--- src/rtl/fir_mac_scheduler_if.sv ---
// Bus between the FIR MAC scheduler and its surroundings.
//   run, coefs_per_tap, l_req, r_req : requests/config into the scheduler
//   busy, mac_en, mac_clr, mac_chan,
//   filter_sel, tap_addr             : MAC issue stream out of the scheduler
//   l_done, r_done, overrun          : completion strobes and sticky error
// slave = scheduler side, master = requester/datapath side.
interface fir_mac_scheduler_if #(
  parameter int unsigned TAP_W  = 9,
  parameter int unsigned FSEL_W = 2
);
  logic              run;
  logic [TAP_W-1:0]  coefs_per_tap;
  logic              l_req;
  logic              r_req;
  logic              busy;
  logic              mac_en;
  logic              mac_clr;
  logic              mac_chan;
  logic [FSEL_W-1:0] filter_sel;
  logic [TAP_W-1:0]  tap_addr;
  logic              l_done;
  logic              r_done;
  logic              overrun;

  modport slave (
    input  run, coefs_per_tap, l_req, r_req,
    output busy, mac_en, mac_clr, mac_chan, filter_sel, tap_addr,
           l_done, r_done, overrun
  );

  modport master (
    output run, coefs_per_tap, l_req, r_req,
    input  busy, mac_en, mac_clr, mac_chan, filter_sel, tap_addr,
           l_done, r_done, overrun
  );
endinterface

--- src/rtl/fir_mac_scheduler.sv ---
// Shares one MAC engine between left/right channels and all FIR bands.
// Queues per-channel sample requests, then issues one MAC per clock walking
// filter (outer) and tap (inner) indices, drains the MAC pipeline and pulses
// the channel's done strobe.
//   clk, reset_n : clock, asynchronous active-low reset
//   bus (slave)  : run/config/requests in; MAC issue stream, done, overrun out
module fir_mac_scheduler #(
  parameter int unsigned NUM_FILTERS = 4,
  parameter int unsigned TAP_W       = 9,
  parameter int unsigned MAC_LATENCY = 3,
  parameter int unsigned FSEL_W      = 2
) (
  input  logic                clk,
  input  logic                reset_n,
  fir_mac_scheduler_if.slave  bus
);

  localparam int unsigned DRAIN_W = (MAC_LATENCY > 1) ? $clog2(MAC_LATENCY) : 1;
  localparam logic [FSEL_W-1:0]  LAST_FILTER = FSEL_W'(NUM_FILTERS - 1);
  localparam logic [DRAIN_W-1:0] LAST_DRAIN  = DRAIN_W'(MAC_LATENCY - 1);

  typedef enum logic [1:0] {
    ST_IDLE  = 2'd0,
    ST_RUN   = 2'd1,
    ST_DRAIN = 2'd2
  } state_e;

  state_e              state_q, state_d;
  logic [TAP_W-1:0]    n_q, n_d;
  logic [TAP_W-1:0]    tap_q, tap_d;
  logic [FSEL_W-1:0]   filt_q, filt_d;
  logic [DRAIN_W-1:0]  drain_q, drain_d;
  logic                chan_q, chan_d;
  logic                l_pend_q, l_pend_d;
  logic                r_pend_q, r_pend_d;
  logic                overrun_q, overrun_d;
  logic                busy_q, busy_d;
  logic                mac_en_q, mac_en_d;
  logic                mac_clr_q, mac_clr_d;
  logic                mac_chan_q, mac_chan_d;
  logic [FSEL_W-1:0]   filter_sel_q, filter_sel_d;
  logic [TAP_W-1:0]    tap_addr_q, tap_addr_d;
  logic                l_done_q, l_done_d;
  logic                r_done_q, r_done_d;
  logic                start_l, start_r;

  // Next-state, queueing and registered-output logic. Outputs are derived
  // from the next state so that they line up with the state they describe.
  always_comb begin
    state_d      = state_q;
    n_d          = n_q;
    tap_d        = tap_q;
    filt_d       = filt_q;
    drain_d      = drain_q;
    chan_d       = chan_q;
    l_pend_d     = l_pend_q;
    r_pend_d     = r_pend_q;
    overrun_d    = overrun_q;
    start_l      = 1'b0;
    start_r      = 1'b0;
    busy_d       = 1'b0;
    mac_en_d     = 1'b0;
    mac_clr_d    = 1'b0;
    mac_chan_d   = mac_chan_q;
    filter_sel_d = filter_sel_q;
    tap_addr_d   = tap_addr_q;
    l_done_d     = 1'b0;
    r_done_d     = 1'b0;

    if (!bus.run) begin
      // Abort: drop the job and everything queued.
      state_d   = ST_IDLE;
      l_pend_d  = 1'b0;
      r_pend_d  = 1'b0;
      overrun_d = 1'b0;
    end else begin
      case (state_q)
        ST_IDLE: begin
          if (l_pend_q) begin
            start_l = 1'b1;
            chan_d  = 1'b0;
          end else if (r_pend_q) begin
            start_r = 1'b1;
            chan_d  = 1'b1;
          end
          if (start_l || start_r) begin
            n_d     = bus.coefs_per_tap;
            tap_d   = '0;
            filt_d  = '0;
            drain_d = '0;
            state_d = (bus.coefs_per_tap == '0) ? ST_DRAIN : ST_RUN;
          end
        end
        ST_RUN: begin
          if (tap_q == (n_q - TAP_W'(1))) begin
            tap_d = '0;
            if (filt_q == LAST_FILTER) begin
              drain_d = '0;
              state_d = ST_DRAIN;
            end else begin
              filt_d = filt_q + FSEL_W'(1);
            end
          end else begin
            tap_d = tap_q + TAP_W'(1);
          end
        end
        ST_DRAIN: begin
          if (drain_q == LAST_DRAIN) begin
            state_d = ST_IDLE;
          end else begin
            drain_d = drain_q + DRAIN_W'(1);
          end
        end
        default: state_d = ST_IDLE;
      endcase

      // A request coinciding with its own job start is a fresh job, not a merge.
      overrun_d = overrun_q
                | (bus.l_req & l_pend_q & ~start_l)
                | (bus.r_req & r_pend_q & ~start_r);
      l_pend_d  = (l_pend_q & ~start_l) | bus.l_req;
      r_pend_d  = (r_pend_q & ~start_r) | bus.r_req;
    end

    busy_d    = (state_d != ST_IDLE);
    mac_en_d  = (state_d == ST_RUN);
    mac_clr_d = mac_en_d && (tap_d == '0);
    if (mac_en_d) begin
      mac_chan_d   = chan_d;
      filter_sel_d = filt_d;
      tap_addr_d   = tap_d;
    end
    l_done_d = (state_d == ST_DRAIN) && (drain_d == LAST_DRAIN) && !chan_d;
    r_done_d = (state_d == ST_DRAIN) && (drain_d == LAST_DRAIN) &&  chan_d;
  end

  // State and output registers.
  always_ff @(posedge clk or negedge reset_n) begin
    if (!reset_n) begin
      state_q      <= ST_IDLE;
      n_q          <= '0;
      tap_q        <= '0;
      filt_q       <= '0;
      drain_q      <= '0;
      chan_q       <= 1'b0;
      l_pend_q     <= 1'b0;
      r_pend_q     <= 1'b0;
      overrun_q    <= 1'b0;
      busy_q       <= 1'b0;
      mac_en_q     <= 1'b0;
      mac_clr_q    <= 1'b0;
      mac_chan_q   <= 1'b0;
      filter_sel_q <= '0;
      tap_addr_q   <= '0;
      l_done_q     <= 1'b0;
      r_done_q     <= 1'b0;
    end else begin
      state_q      <= state_d;
      n_q          <= n_d;
      tap_q        <= tap_d;
      filt_q       <= filt_d;
      drain_q      <= drain_d;
      chan_q       <= chan_d;
      l_pend_q     <= l_pend_d;
      r_pend_q     <= r_pend_d;
      overrun_q    <= overrun_d;
      busy_q       <= busy_d;
      mac_en_q     <= mac_en_d;
      mac_clr_q    <= mac_clr_d;
      mac_chan_q   <= mac_chan_d;
      filter_sel_q <= filter_sel_d;
      tap_addr_q   <= tap_addr_d;
      l_done_q     <= l_done_d;
      r_done_q     <= r_done_d;
    end
  end

  assign bus.busy       = busy_q;
  assign bus.mac_en     = mac_en_q;
  assign bus.mac_clr    = mac_clr_q;
  assign bus.mac_chan   = mac_chan_q;
  assign bus.filter_sel = filter_sel_q;
  assign bus.tap_addr   = tap_addr_q;
  assign bus.l_done     = l_done_q;
  assign bus.r_done     = r_done_q;
  assign bus.overrun    = overrun_q;

endmodule

--- src/flat_wrapper.sv ---
// flat-port wrapper written by rule: the top's interface ports become plain ports
module fir_mac_scheduler_flat 
#(
  parameter int unsigned NUM_FILTERS = 4,
  parameter int unsigned TAP_W       = 9,
  parameter int unsigned MAC_LATENCY = 3,
  parameter int unsigned FSEL_W      = 2
)
  (clk, reset_n, bus_run, bus_coefs_per_tap, bus_l_req, bus_r_req, bus_busy, bus_mac_en, bus_mac_clr, bus_mac_chan, bus_filter_sel, bus_tap_addr, bus_l_done, bus_r_done, bus_overrun);
  fir_mac_scheduler_if #(.TAP_W(TAP_W), .FSEL_W(FSEL_W)) bus_i ();
  input  logic clk;
  input  logic reset_n;
  input wire logic [$bits(bus_i.run)-1:0] bus_run;
  input wire logic [$bits(bus_i.coefs_per_tap)-1:0] bus_coefs_per_tap;
  input wire logic [$bits(bus_i.l_req)-1:0] bus_l_req;
  input wire logic [$bits(bus_i.r_req)-1:0] bus_r_req;
  output wire logic [$bits(bus_i.busy)-1:0] bus_busy;
  output wire logic [$bits(bus_i.mac_en)-1:0] bus_mac_en;
  output wire logic [$bits(bus_i.mac_clr)-1:0] bus_mac_clr;
  output wire logic [$bits(bus_i.mac_chan)-1:0] bus_mac_chan;
  output wire logic [$bits(bus_i.filter_sel)-1:0] bus_filter_sel;
  output wire logic [$bits(bus_i.tap_addr)-1:0] bus_tap_addr;
  output wire logic [$bits(bus_i.l_done)-1:0] bus_l_done;
  output wire logic [$bits(bus_i.r_done)-1:0] bus_r_done;
  output wire logic [$bits(bus_i.overrun)-1:0] bus_overrun;
  assign bus_i.run = bus_run;
  assign bus_i.coefs_per_tap = bus_coefs_per_tap;
  assign bus_i.l_req = bus_l_req;
  assign bus_i.r_req = bus_r_req;
  assign bus_busy = bus_i.busy;
  assign bus_mac_en = bus_i.mac_en;
  assign bus_mac_clr = bus_i.mac_clr;
  assign bus_mac_chan = bus_i.mac_chan;
  assign bus_filter_sel = bus_i.filter_sel;
  assign bus_tap_addr = bus_i.tap_addr;
  assign bus_l_done = bus_i.l_done;
  assign bus_r_done = bus_i.r_done;
  assign bus_overrun = bus_i.overrun;
  fir_mac_scheduler #(.NUM_FILTERS(NUM_FILTERS), .TAP_W(TAP_W), .MAC_LATENCY(MAC_LATENCY), .FSEL_W(FSEL_W)) u_core (.clk(clk), .reset_n(reset_n), .bus(bus_i));
endmodule
--- config.mk ---
export PLATFORM = sky130hd
export DESIGN_NAME = fir_mac_scheduler_flat
export DESIGN_NICKNAME = d
export VERILOG_FILES = /design/src/rtl/fir_mac_scheduler_if.sv /design/src/rtl/fir_mac_scheduler.sv /design/src/flat_wrapper.sv
export SDC_FILE = /design/constraint.sdc
export NUM_CORES = 1
export LEC_CHECK = 0
export ABC_AREA = 1
export CAP_MARGIN = 20
export CORE_ASPECT_RATIO = 1.25
export CORE_MARGIN = 10
export CORE_UTILIZATION = 50
export DETAILED_ROUTE_END_ITERATION = 16
export PLACE_DENSITY = 0.84
export SLEW_MARGIN = 0
export SYNTH_ARGS = -nofsm -noshare
export SYNTH_HDL_FRONTEND = slang
export SYNTH_SLANG_ARGS = --single-unit
--- constraint.sdc ---
create_clock -name clk -period 2.1 [get_ports clk]
set_input_delay 0.42 -clock clk [delete_from_list [all_inputs] [get_ports clk]]
set_output_delay 0.42 -clock clk [all_outputs]
set_load 0.01 [all_outputs]
-- Word level (Yosys, flattened, before mapping)
Index checks and enable logic that the tools add are counted.
- input port bits: 14
- register bits after elaboration: 45
- bitwise operators: 12
- reduce and logical (&&, ||, !) cells: 11
- add/sub/neg operators: 4
- eq/ne operators: 8
- muxes and demuxes: 40
- operators by type and width (cell ; number):
    $mux W2 ; 15
    $mux W9 ; 3
    $logic_not A9 Y1 ; 2
    $mux W1 ; 18
    $pmux W9 S2 ; 1
    $pmux W2 S3 ; 2
    $eq A2 B2 Y1 const B ; 5
    $add A9 B1 Y9 const B ; 1
    $eq A9 B9 Y1 ; 1
    $sub A9 B1 Y9 const B ; 1
    $and A1 B1 Y1 ; 6
    $add A2 B1 Y2 const B ; 2
    $eq A2 B1 Y1 const B ; 2
    $logic_and A1 B1 Y1 ; 4
    $or A1 B1 Y1 ; 4
    $pmux W2 S2 ; 1
    $reduce_and A3 Y1 ; 1
    $logic_not A2 Y1 ; 1
    $not A1 Y1 ; 2
    $reduce_bool A2 Y1 ; 1
    $logic_not A1 Y1 ; 1
    $logic_or A1 B1 Y1 ; 1

-- Logic depth before layout (Yosys ltp)
- depth in word-level cells: 11
- gate-level depth with buffers: 18

-- Least setup slack after synthesis
Ideal clock, no wire load.
- path kind: reg-to-reg
- from: reg u_core.n_q[0]
- to: reg u_core.tap_addr_q[2], in the netlist u_core.bus.tap_addr[2]
- arrival time: 1.882 ns
- slack: 0.093 ns
- cell stages (with the launch flop): 14
- data required time: 1.975 ns
- period minus slack after synthesis: 2.007 ns
- buffers on the path: 1
- cell sequence: dfrtp_1 -> inv_1 -> ha_1 -> nand2_1 -> nor2_1 -> xor2_1 -> nor2_2 -> nand4_1 -> nand2_1 -> a21oi_2 -> inv_1 -> buf_6 -> nand2_1 -> nand2_1
- longest elaborated chain between the ends: 6
- elaborated cells on any way between the ends: 9
- classes of those cells: 1 x add/sub; 2 x eq/ne; 6 x mux
- ends and longest elaborated chain (item ; line ; source):
    start, declared ; fir_mac_scheduler.sv:29 ; logic [TAP_W-1:0] n_q, n_d;
    start signal, assigned ; fir_mac_scheduler.sv:159 ; n_q <= n_d;
    $sub A9 B1 Y9 (*) ; fir_mac_scheduler.sv:95 ; if (tap_q == (n_q - TAP_W'(1))) begin
    $eq A9 B9 Y1 (*) ; fir_mac_scheduler.sv:95 ;
    $mux W2 ; fir_mac_scheduler.sv:95 ;
    $pmux W2 S3 ; fir_mac_scheduler.sv:77 ; case (state_q)
    $mux W2 ; fir_mac_scheduler.sv:70 ; if (!bus.run) begin
    $eq A2 B1 Y1 ; fir_mac_scheduler.sv:126 ; mac_en_d = (state_d == ST_RUN);
    end signal, assigned ; fir_mac_scheduler.sv:172 ; tap_addr_q <= tap_addr_d;
    end, declared ; fir_mac_scheduler.sv:42 ; logic [TAP_W-1:0] tap_addr_q, tap_addr_d;
Every way passes the cells marked *; elsewhere a longest branch is shown, timed or not.
A chain may end at the register's enable or synchronous reset.

-- Worst setup path after layout
- from: reg u_core.n_q[1]
- to: reg u_core.r_done_q, in the netlist u_core.bus.r_done
- longest elaborated chain between the ends: 8
- elaborated cells on any way between the ends: 12
- classes of those cells: 1 x add/sub; 3 x eq/ne; 6 x mux; 2 x reduce/logical
- ends and longest elaborated chain (item ; line ; source):
    $sub A9 B1 Y9 ; fir_mac_scheduler.sv:95 ;
    $eq A9 B9 Y1 ; fir_mac_scheduler.sv:95 ;
    $mux W2 ; fir_mac_scheduler.sv:95 ;
    $pmux W2 S3 ; fir_mac_scheduler.sv:77 ;
    $mux W2 ; fir_mac_scheduler.sv:70 ;
    net u_core.state_d[1] ; fir_mac_scheduler.sv:28 ; state_e state_q, state_d;
    $eq A2 B2 Y1 ; fir_mac_scheduler.sv:134 ; r_done_d = (state_d == ST_DRAIN) && (drain_d == LAST_DRAIN) && chan_d;
    $logic_and A1 B1 Y1 (2 in series) ; fir_mac_scheduler.sv:134 ;
    net u_core.r_done_d ; fir_mac_scheduler.sv:44 ; logic r_done_q, r_done_d;
    end signal, assigned ; fir_mac_scheduler.sv:174 ; r_done_q <= r_done_d;
    end, declared ; fir_mac_scheduler.sv:44 ;
The timed path passes the listed nets, and every way through them passes these cells.

==> metrics.yaml <==
critical_path:
  worstSetupStartpointType: "flip-flop"
  worst_setup_path_end_kind: "flip-flop"
  worstPathRequired_ns: 2.34
  r2r_start: "u_core.n_q[1]"
  cp_cell_sequence: "inv_2, ha_4, xor2_1, nand2_1, nor2_2, nand3_2, nor2_4, nand2_4, nor2_4, nand3_1, a21oi_2, nand3_2, nor2_2"
  cpMaxStageDelayCell: "dfrtp_1"
  arrival_ns: 2.42
  crit_fanout: 7
  crit_start: "u_core.n_q[1]"
  max_stage_delay_ns: 0.42
  crit_type: "flip-flop to flip-flop"
timing:
  skew_ns: 0.007581
  setup_tns_ns: -0.5811
  setup_viol_count_final: 16
  min_period_ns: 2.184
  hold_violations: 0
  slew_violations: 0
  slew_headroom_pct: 64.00
  grt_setup_unrepaired: "true"
  clock.fmax_mhz: 457.8
  post-route-period-util_pct: 104.0
  setup_ws_ns: -0.08432
  tightest_slew_ns: 0.5400
synth:
  async_flop_share_pct: 100.0
  synthCells: 338
  ys_types: 33
  avgSynthCellArea_um2: 7.418
  synth_commonest_cells: "nand2_1 (95), nor2_1 (52), dfrtp_1 (45)"
  yosys.area.top_type_share_pct: 44.91
  yosys_warnings: 0
  synth_fp_nets: 356
  synth.area.top_cells: "dfrtp_1 (45%), nand2_1 (14%), nor2_1 (7.8%)"
  ys_seq_elements: 45
  yosysTopAreaCell: "dfrtp_1"
  synthMostInstantiatedCell: "nand2_1"
  yosysSeqAreaShare_pct: 44.91
  synth_edf_count: 0
  synthFlopType: "dfrtp_1"
  syn_area_um2: 2507
die:
  die_area_um2: 8265
  start_util_pct: 52.24
  chipWidth_um: 83.34
  die_h_um: 99.18
  rows: 28
  ios: 32
  core_area_um2: 4800
status:
  violations: "setup timing"
  status: "finished, violations left"
routing:
  drtAntennaViolNets: 0
  routedWlPerCell_um: 14.96
  dr.first_iter.drc_count: 193
  drt_wl_total_mm: 6.943
  drc: 0
  dr.pass1.iters: 5
  vias: 2450
  vias_per_cell: 5.280
place:
  dp_hpwl_mm: 4.749
  io_buffers: 31
  place_congestion: 0.9352
  place_ws_ns: -0.1362
final_layout:
  syn_to_final_growth_pct: 38.02
  n_antenna_cell: 0
  layout.nets: 421
  drive_gt1_share_pct: 28.22
cts:
  clockRootBuffer: "clkbuf_8"
  cts_tree: "done"
  htreeDepth: 2
  clkTransAtPathRegs_ns: 0.09
  clock_sinks: 45
  clock_latency_ns: 0.30
  clockBufferDepth: 2
  cts_made_buffers: 5
power_and_ir_drop:
  ir_drop_v: 0.0004711
  p_sw_share_pct: 34.67
  internal_power_mw: 1.552
  p_leak_nw: 1.703
  power.share.combinational_pct: 31.6
  totalPowerFinal_mw: 2.376
  clockPowerShare_pct: 23.2
  power_frac_seq_pct: 45.2
  power_density_nw_per_um2: 686.6
  p_sw_mw: 0.8237
flow_run:
  maxCapViolations: 0
global_routing:
  antenna_found_initial: 0
  top_usage_layer: "met2"
  met1_usage_pct: 17.43
  grt_pass1_vias: 2431
  grt_pass1_wl_mm: 10.90
  track_usage_pct: 15.49
  grt_overflow: 0
  grt_max_degree: 25
  grtUsageMet2_pct: 26.85
  met3_usage_pct: 3.837
worst_hold_path:
  hold_path_class: "input port to asynchronous set/reset pin"
flip-flops by register name, indices dropped and copies added, names as in the netlist:
name and count:
u_core.bus.r_done 1, u_core.bus.overrun 1, u_core.bus.busy 1, u_core.bus.tap_addr 9
u_core.tap_q 9, u_core.bus.mac_chan 1, u_core.drain_q 2, u_core.l_pend_q 1
u_core.bus.mac_clr 1, u_core.state_q 2, u_core.n_q 9, u_core.r_pend_q 1
u_core.bus.mac_en 1, u_core.chan_q 1, u_core.filt_q 2, u_core.bus.filter_sel 2
u_core.bus.l_done 1
cell families after synthesis:
group                    Yosys count  share of synthesized area [%]
AND/OR/NAND/NOR                  199                          34.18
flip-flops                        45                          44.91
XOR/XNOR                           6                          2.096
adder cells (fa/ha/maj)            4                          1.996
buffers and inverters             49                          8.432
multiplexers                       2                         0.8981
AO/OA/AOI/OAI                     33                          7.486
power groups by stage:
stage	combinational [mW]	sequential, mW	clock, mW
final	0.750	1.07	0.551
after global routing	0.831	1.09	0.593
after CTS	0.668	1.06	0.564
after detailed placement	0.624	1.07	0
after global placement	0.598	1.06	0
after floorplan	0.338	1.07	0
cells in the final DEF (no fill, tap or decap), drive strengths merged:
cell type | synthesis | layout
inv | 41 | 42
o31ai | 1 | 1
xnor2 | 1 | 1
dfrtp | 45 | 45
nand4 | 1 | 1
nand2 | 103 | 103
nand3b | 3 | 3
o21a | 1 | 1
buf | 5 | 34
clkinv | 1 | 2
a21oi | 21 | 21
clkbuf | 2 | 6
or2 | 1 | 1
nor2 | 59 | 59
o2111ai | 1 | 1
mux2 | 2 | 2
a211oi | 1 | 1
nor3 | 3 | 3
nor4 | 1 | 1
clkinvlp | 0 | 1
xor2 | 5 | 5
ha | 4 | 4
nand3 | 28 | 28
clkdlybuf4s50 | 0 | 30
o21ai | 8 | 8
area by class of cell:
type | count | area, um2
clock buffers | 5 | 68.82
repair buffers | 65 | 630.6
fillers | 344 | 1339
flip-flops and latches | 45 | 1127
well taps | 60 | 75.07
multi-input cells | 244 | 1380
clock inverters | 3 | 21.27
inverters | 42 | 157.7
stage by stage:
step                cells  hold WS, ns  utilization (%)  area (um2)
floorplan             338       0.1244                -        2507
global placement      448       0.4228            63.89        3067
detailed placement    448       0.4284            63.89        3067
CTS                   460      0.09560            67.83        3256
global route          464       0.1120            72.11        3461
finish                464      0.08759            72.11        3461
routing by layer:
| metal | vias up | share of wire, % |
|---|---|---|
| met5 | - | 0 |
| met4 | 0 | 3.3 |
| met3 | 26 | 5.9 |
| met2 | 90 | 51 |
| met1 | 1148 | 39 |
| li1 | 1186 | - |
worst paths after layout:
path / depth (start not counted) / endpoint / slack [ns]
hold / removal: 1 / u_core.state_q[0] / 0.09
min in group clk: 2 / u_core.bus.mac_chan / 0.52
max in group asynchronous: 2 / u_core.tap_q[0] / 1.49
setup / recovery: 13 / u_core.bus.r_done / -0.08
hold reg to reg: 2 / u_core.bus.mac_chan / 0.52
setup reg to reg: 13 / u_core.bus.r_done / -0.08
critical path: cells and delay by family, from the launching register on:
kind	cells	cell delay, ns
DFF	1	0.42
buffers and inverters	1	0.07
and+or+nand+nor	9	0.98
xor gates and xnor gates	1	0.15
AOI/OAI and AO/OA	1	0.23
adders and majority gates	1	0.27
what timing repair did:
action / in CTS / in global routing
pin swaps: 12 / 30
hold buffers: 0 / 0
cloned: 0 / 1
buffers inserted: 4 / 3
setup endpoints to repair: 15 / 20
gates resized for setup: 20 / 50
(Power assumes the default switching activity.)
==> patch 1: new RTL, same flow settings <==
The 3 states of `state_e` get a one-hot encoding in 3 bits.
--- a/src/rtl/fir_mac_scheduler.sv
+++ b/src/rtl/fir_mac_scheduler.sv
@@ -19,10 +19,10 @@
   localparam logic [FSEL_W-1:0]  LAST_FILTER = FSEL_W'(NUM_FILTERS - 1);
   localparam logic [DRAIN_W-1:0] LAST_DRAIN  = DRAIN_W'(MAC_LATENCY - 1);
 
-  typedef enum logic [1:0] {
-    ST_IDLE  = 2'd0,
-    ST_RUN   = 2'd1,
-    ST_DRAIN = 2'd2
+  typedef enum logic [2:0] {
+    ST_IDLE  = 3'b001,
+    ST_RUN   = 3'b010,
+    ST_DRAIN = 3'b100
   } state_e;
 
   state_e              state_q, state_d;
Check against the original RTL: no difference found for any inputs over 10 cycles, from zero or initial values and one cycle with reset_n low; not proved beyond that.
==> patch 1 against the unedited design <==
- power up 31%
- routed wire length down 7.6%
- maximum frequency up 4.9%
- clock power up 20%
- area after synthesis up 2.2%
- setup slack better by 100 ps
- final area down 3.5%
- sequential cell count up 1
==> patch 1: results (changes against the unedited design) <==
sequential share of the synthesized area - 44.9% (about the same)
Fin Hold WS - 189 ps (+101 ps)
number of global-route vias before repair - 2,267 (-6.7%)
Worst EP arrival - 2310 ps (-110 ps)
FF-to-FF End - u_core.bus.l_done$_DFF_PN0_
Synth cell types - 35 (+6.1%)
GPL Wtd Cong - 0.878 (-6.2%)
crit path from - u_core.n_q[0]$_DFFE_PN0P_
leak pwr - 1.70 nW (-0.19%)
first-pass GRT wire length - 10.4 mm (-4.1%)
largest net degree at the start of global routing - 47 (+88%)
area share of fa/ha/maj cells after synthesis - 1.95% (-0.044 points)
initial antenna violation count - 0 (unchanged)
Final nets - 421 (unchanged)
layout cell share with drive strength beyond 1 - 22.3% (-5.9 points)
r2r setup slk - 20 ps (+100 ps)
peak supply drop - 728 µV (+55%)
DPL Wire Length - 4.82 mm (+1.4%)
compound-cell area share of the yosys netlist - 7.96% (+0.47 points)
Post-synth top cells - 114 x nand2_1, 54 x inv_1, 45 x dfrtp_1
Iteration-0 DRC Markers - 140 (-27%)
Clock Skews - 6.27 ps (-1.31 ps)
worst-margin pin slew - 582 ps (+41.9 ps)
Critical Path Max Stage Delay - 380 ps (-40 ps)
top cells by area, synth - dfrtp_1 44%, nand2_1 17%, inv_1 7.9%, nor2_1 5.3%, nand3_1 3.9%
R2R depth - 16 (+3)
Tot GR Track Use - 14.9% (-0.61 points)
fin crit period - 2080 ps (-102 ps)
mux cell area share after synthesis - 0% (-0.90 points)
routed vias/inst - 5.03 (-4.8%)
status - finished clean
Syn Nets - 367 (+3.1%)
drt total wl - 6.41 mm (-7.6%)
==> patch 1: power breakdown <==
part	switching [mW]	leakage, nW	total, mW	internal, mW
clock	0.303	0.0585	0.660	0.357
sequential	0.132	0.610	1.17	1.04
combinational	0.737	1.03	1.29	0.551
==> patch 1: metrics by stage <==
step | instance area [µm²] | cells | setup TNS (ps)
2_1_floorplan | 2560 | 349 | 0
3_3_place_gp | 3030 | 451 | -90.9
3_5_place_dp | 3030 | 451 | -468
4_1_cts | 3190 | 462 | 0
5_1_grt | 3340 | 466 | -2210
6_report | 3340 | 466 | 0
==> patch 1: how the worst max path moves through the flow <==
stage | to | cells after the start
floorplan | u_core.bus.tap_addr[7]$_DFFE_PN0P_ | 14
global placement | u_core.bus.mac_clr$_DFF_PN0_ | 18
detailed placement | u_core.bus.r_done$_DFF_PN0_ | 16
CTS | u_core.bus.l_done$_DFF_PN0_ | 16
global route | u_core.bus.l_done$_DFF_PN0_ | 16
finish | u_core.bus.l_done$_DFF_PN0_ | 16
==> patch 1: timing repair <==
action / CTS / global route
gates cloned: 0 / 1
resized for setup: 4 / 38
buffers inserted: 3 / 3
pin swaps: 8 / 11
endpoints found under the setup margin: 16 / 20
==> patch 1: layer usage <==
metal	vias up	GRT usage, %	share of wire (%)	wire length [µm]
met5	-	0	0	0
met4	0	6.71	2.8	178
met3	13	3.16	3.9	249
met2	45	28.0	55	3500
met1	1104	15.3	39	2490
li1	1180	-	-	-
==> patch 1: layout make-up <==
cell class	count	area (µm²)
sequential	46	1150
inverter	63	239
tap	62	77.6
multi-input combinational	236	1270
fill	412	1670
clock buffer	5	68.8
timing repair buffer	51	489
clock inverter	3	43.8
==> patch 2: new RTL, same settings <==
Made on the original files. `TAP_W` is set to 9 in 3 places; all go to 7.
--- a/src/rtl/fir_mac_scheduler_if.sv
+++ b/src/rtl/fir_mac_scheduler_if.sv
@@ -5,7 +5,7 @@
 //   l_done, r_done, overrun          : completion strobes and sticky error
 // slave = scheduler side, master = requester/datapath side.
 interface fir_mac_scheduler_if #(
-  parameter int unsigned TAP_W  = 9,
+  parameter int unsigned TAP_W  = 7,
   parameter int unsigned FSEL_W = 2
 );
   logic              run;
--- a/src/rtl/fir_mac_scheduler.sv
+++ b/src/rtl/fir_mac_scheduler.sv
@@ -6,7 +6,7 @@
 //   bus (slave)  : run/config/requests in; MAC issue stream, done, overrun out
 module fir_mac_scheduler #(
   parameter int unsigned NUM_FILTERS = 4,
-  parameter int unsigned TAP_W       = 9,
+  parameter int unsigned TAP_W       = 7,
   parameter int unsigned MAC_LATENCY = 3,
   parameter int unsigned FSEL_W      = 2
 ) (
--- a/src/flat_wrapper.sv
+++ b/src/flat_wrapper.sv
@@ -2,7 +2,7 @@
 module fir_mac_scheduler_flat 
 #(
   parameter int unsigned NUM_FILTERS = 4,
-  parameter int unsigned TAP_W       = 9,
+  parameter int unsigned TAP_W       = 7,
   parameter int unsigned MAC_LATENCY = 3,
   parameter int unsigned FSEL_W      = 2
 )
Ports: changed (resized bus_coefs_per_tap and bus_tap_addr); port bits go from 32 to 28. The function was not compared with the original's and may differ.
==> patch 2 against the unedited design <==
- die area fell by 9.9%
- combinational power fell by 8.8%
- clock power rose by 11%
- final area fell by 19%
- routed wire length fell by 22%
- global-route usage fell by 0.95 points
- area after synthesis fell by 13%
- power fell by 7.6%
- sequential cell count fell by 6
- setup slack improved by 120 ps
- largest cell class unchanged
- largest power group unchanged
==> patch 2: results (changes against the unedited design) <==
drt pass-1 iters - 5 (unchanged)
Avg Inst Size Synth - 7.16 µm² (-3.5%)
fin crit period - 2070 ps (-118 ps)
delay-heaviest family, CP - simple AND/OR/NAND/NOR gates
placed insts - 398 (-11%)
r2r setup slk - 30 ps (+120 ps)
Post-synth top cells - 102 x nand2_1, 43 x inv_1, 39 x dfrtp_1
Critical Path Fanout Max - 8 (+1)
M2 GR Usage - 26.4% (-0.48 points)
Syn Nets - 322 (-9.6%)
Final nets - 367 (-13%)
drt total wl - 5.39 mm (-22%)
compound-cell area share of the yosys netlist - 7.02% (-0.46 points)
Final Non-Filler Cells - 407 (-12%)
largest net degree at the start of global routing - 40 (+60%)
routed vias/inst - 5.07 (-4.0%)
Clock Skews - 10.1 ps (+2.51 ps)
Yosys warnings - 0 (unchanged)
Iteration-0 DRC Markers - 164 (-15%)
status - finished clean
DPL Wire Length - 4.02 mm (-15%)
DP Worst Slack - 38.5 ps (+175 ps)
met3 Use GR - 3.45% (-0.39 points)
Critical Path Max Stage Delay - 390 ps (-30 ps)
clock transition at the registers of the reported paths - 80 ps
initial antenna violation count - 0 (unchanged)
number of global-route vias before repair - 2,016 (-17%)
Worst-Skew Late Latency - 290 ps
first-pass GRT wire length - 8.74 mm (-20%)
ys flop type - dfrtp_1
peak supply drop - 467 µV (-0.78%)
largest family of logic cells by synthesized area - simple AND/OR/NAND/NOR gates
worst-margin pin slew - 848 ps (+308 ps)
Tot GR Track Use - 14.5% (-0.95 points)
area share of fa/ha/maj cells after synthesis - 2.28% (+0.29 points)
port bufs - 27 (-13%)
sequential share of the synthesized area - 44.5% (-0.36 points)
layout cell share with drive strength beyond 1 - 15.7% (-13 points)
mux cell area share after synthesis - 0.514% (-0.38 points)
top cells by area, synth - dfrtp_1 45%, nand2_1 17%, inv_1 7.4%, nor2_1 6.5%, nand3_1 3.9%
GPL Wtd Cong - 0.931 (-0.47%)
Synth cell types - 30 (-9.1%)
Post-Synth XOR/XNOR Area - 3.20% (+1.1 points)
Worst EP arrival - 2280 ps (-140 ps)
leak pwr - 1.44 nW (-15%)
met1 Use GR - 15.7% (-1.7 points)
-- patch 2: cell types whose count changed in the layout (fill, tap and decap cells not counted), sizes merged, moves of 6 or more --
cell | before | now
a21oi | 21 | 8
buf | 34 | 17
dfrtp | 45 | 39
nand3 | 28 | 18
nor2 | 59 | 42
o21ai | 8 | 17
-- patch 2: final cells by class --
| class | instances | area (µm²) |
|---|---|---|
| timing repair buffer | 43 | 402 |
| tap | 56 | 70.1 |
| fill | 359 | 1350 |
| clock buffer | 5 | 68.8 |
| inverter | 47 | 179 |
| sequential | 39 | 976 |
| multi-input combinational | 215 | 1080 |
| clock inverter | 2 | 37.5 |
-- patch 2: report_power, final --
part	internal (mW)	switching, mW	leakage (nW)
Combinational	0.299	0.385	0.873
Sequential	0.827	0.0731	0.517
Clock	0.347	0.263	0.0502
-- patch 2: routing by layer --
metal / routed length, µm / vias to the layer above
li1: - / 1038
met1: 2050 / 949
met2: 2920 / 63
met3: 318 / 13
met4: 105 / 0
met5: 0 / -
-- patch 2: worst paths after layout --
kind	start	endpoint	cells after the start
max reg2reg	u_core.n_q[0]$_DFFE_PN0P_	u_core.bus.tap_addr[6]$_DFFE_PN0P_	16
min in group clk	u_core.bus.tap_addr[5]$_DFFE_PN0P_	u_core.bus.tap_addr[5]$_DFFE_PN0P_	2
max	u_core.n_q[0]$_DFFE_PN0P_	u_core.bus.tap_addr[6]$_DFFE_PN0P_	16
min reg2reg	u_core.bus.tap_addr[5]$_DFFE_PN0P_	u_core.bus.tap_addr[5]$_DFFE_PN0P_	2
max in group asynchronous	reset_n	u_core.n_q[6]$_DFFE_PN0P_	1
min	reset_n	u_core.filt_q[0]$_DFF_PN0_	1
-- patch 2: metrics by stage --
step	TNS, ps	hold WS [ps]	power (mW)	cell area [µm²]
global placement	0	455	1.51	2620
global route	-913	294	2.32	2810
floorplan	0	124	1.28	2190
finish	0	232	2.19	2810
detailed placement	0	458	1.52	2620
CTS	0	258	2.13	2720
-- patch 2: logic make-up (layout without fill, tap and decap cells) --
kind of cell / after synthesis / count (layout)
XOR/XNOR: 8 / 8
buffers and inverters: 52 / 97
AO/OA/AOI/OAI: 28 / 28
adder cells (fa/ha/maj): 4 / 4
flip-flops: 39 / 39
multiplexers: 1 / 1
AND/OR/NAND/NOR: 174 / 174
-- patch 2: what timing repair did --
| item | 4_1_cts | 5_1_grt |
|---|---|---|
| buffers inserted | 0 | 2 |
| resized for setup | 0 | 27 |
| setup endpoints to repair | 0 | 18 |
| hold buffers | 0 | 0 |
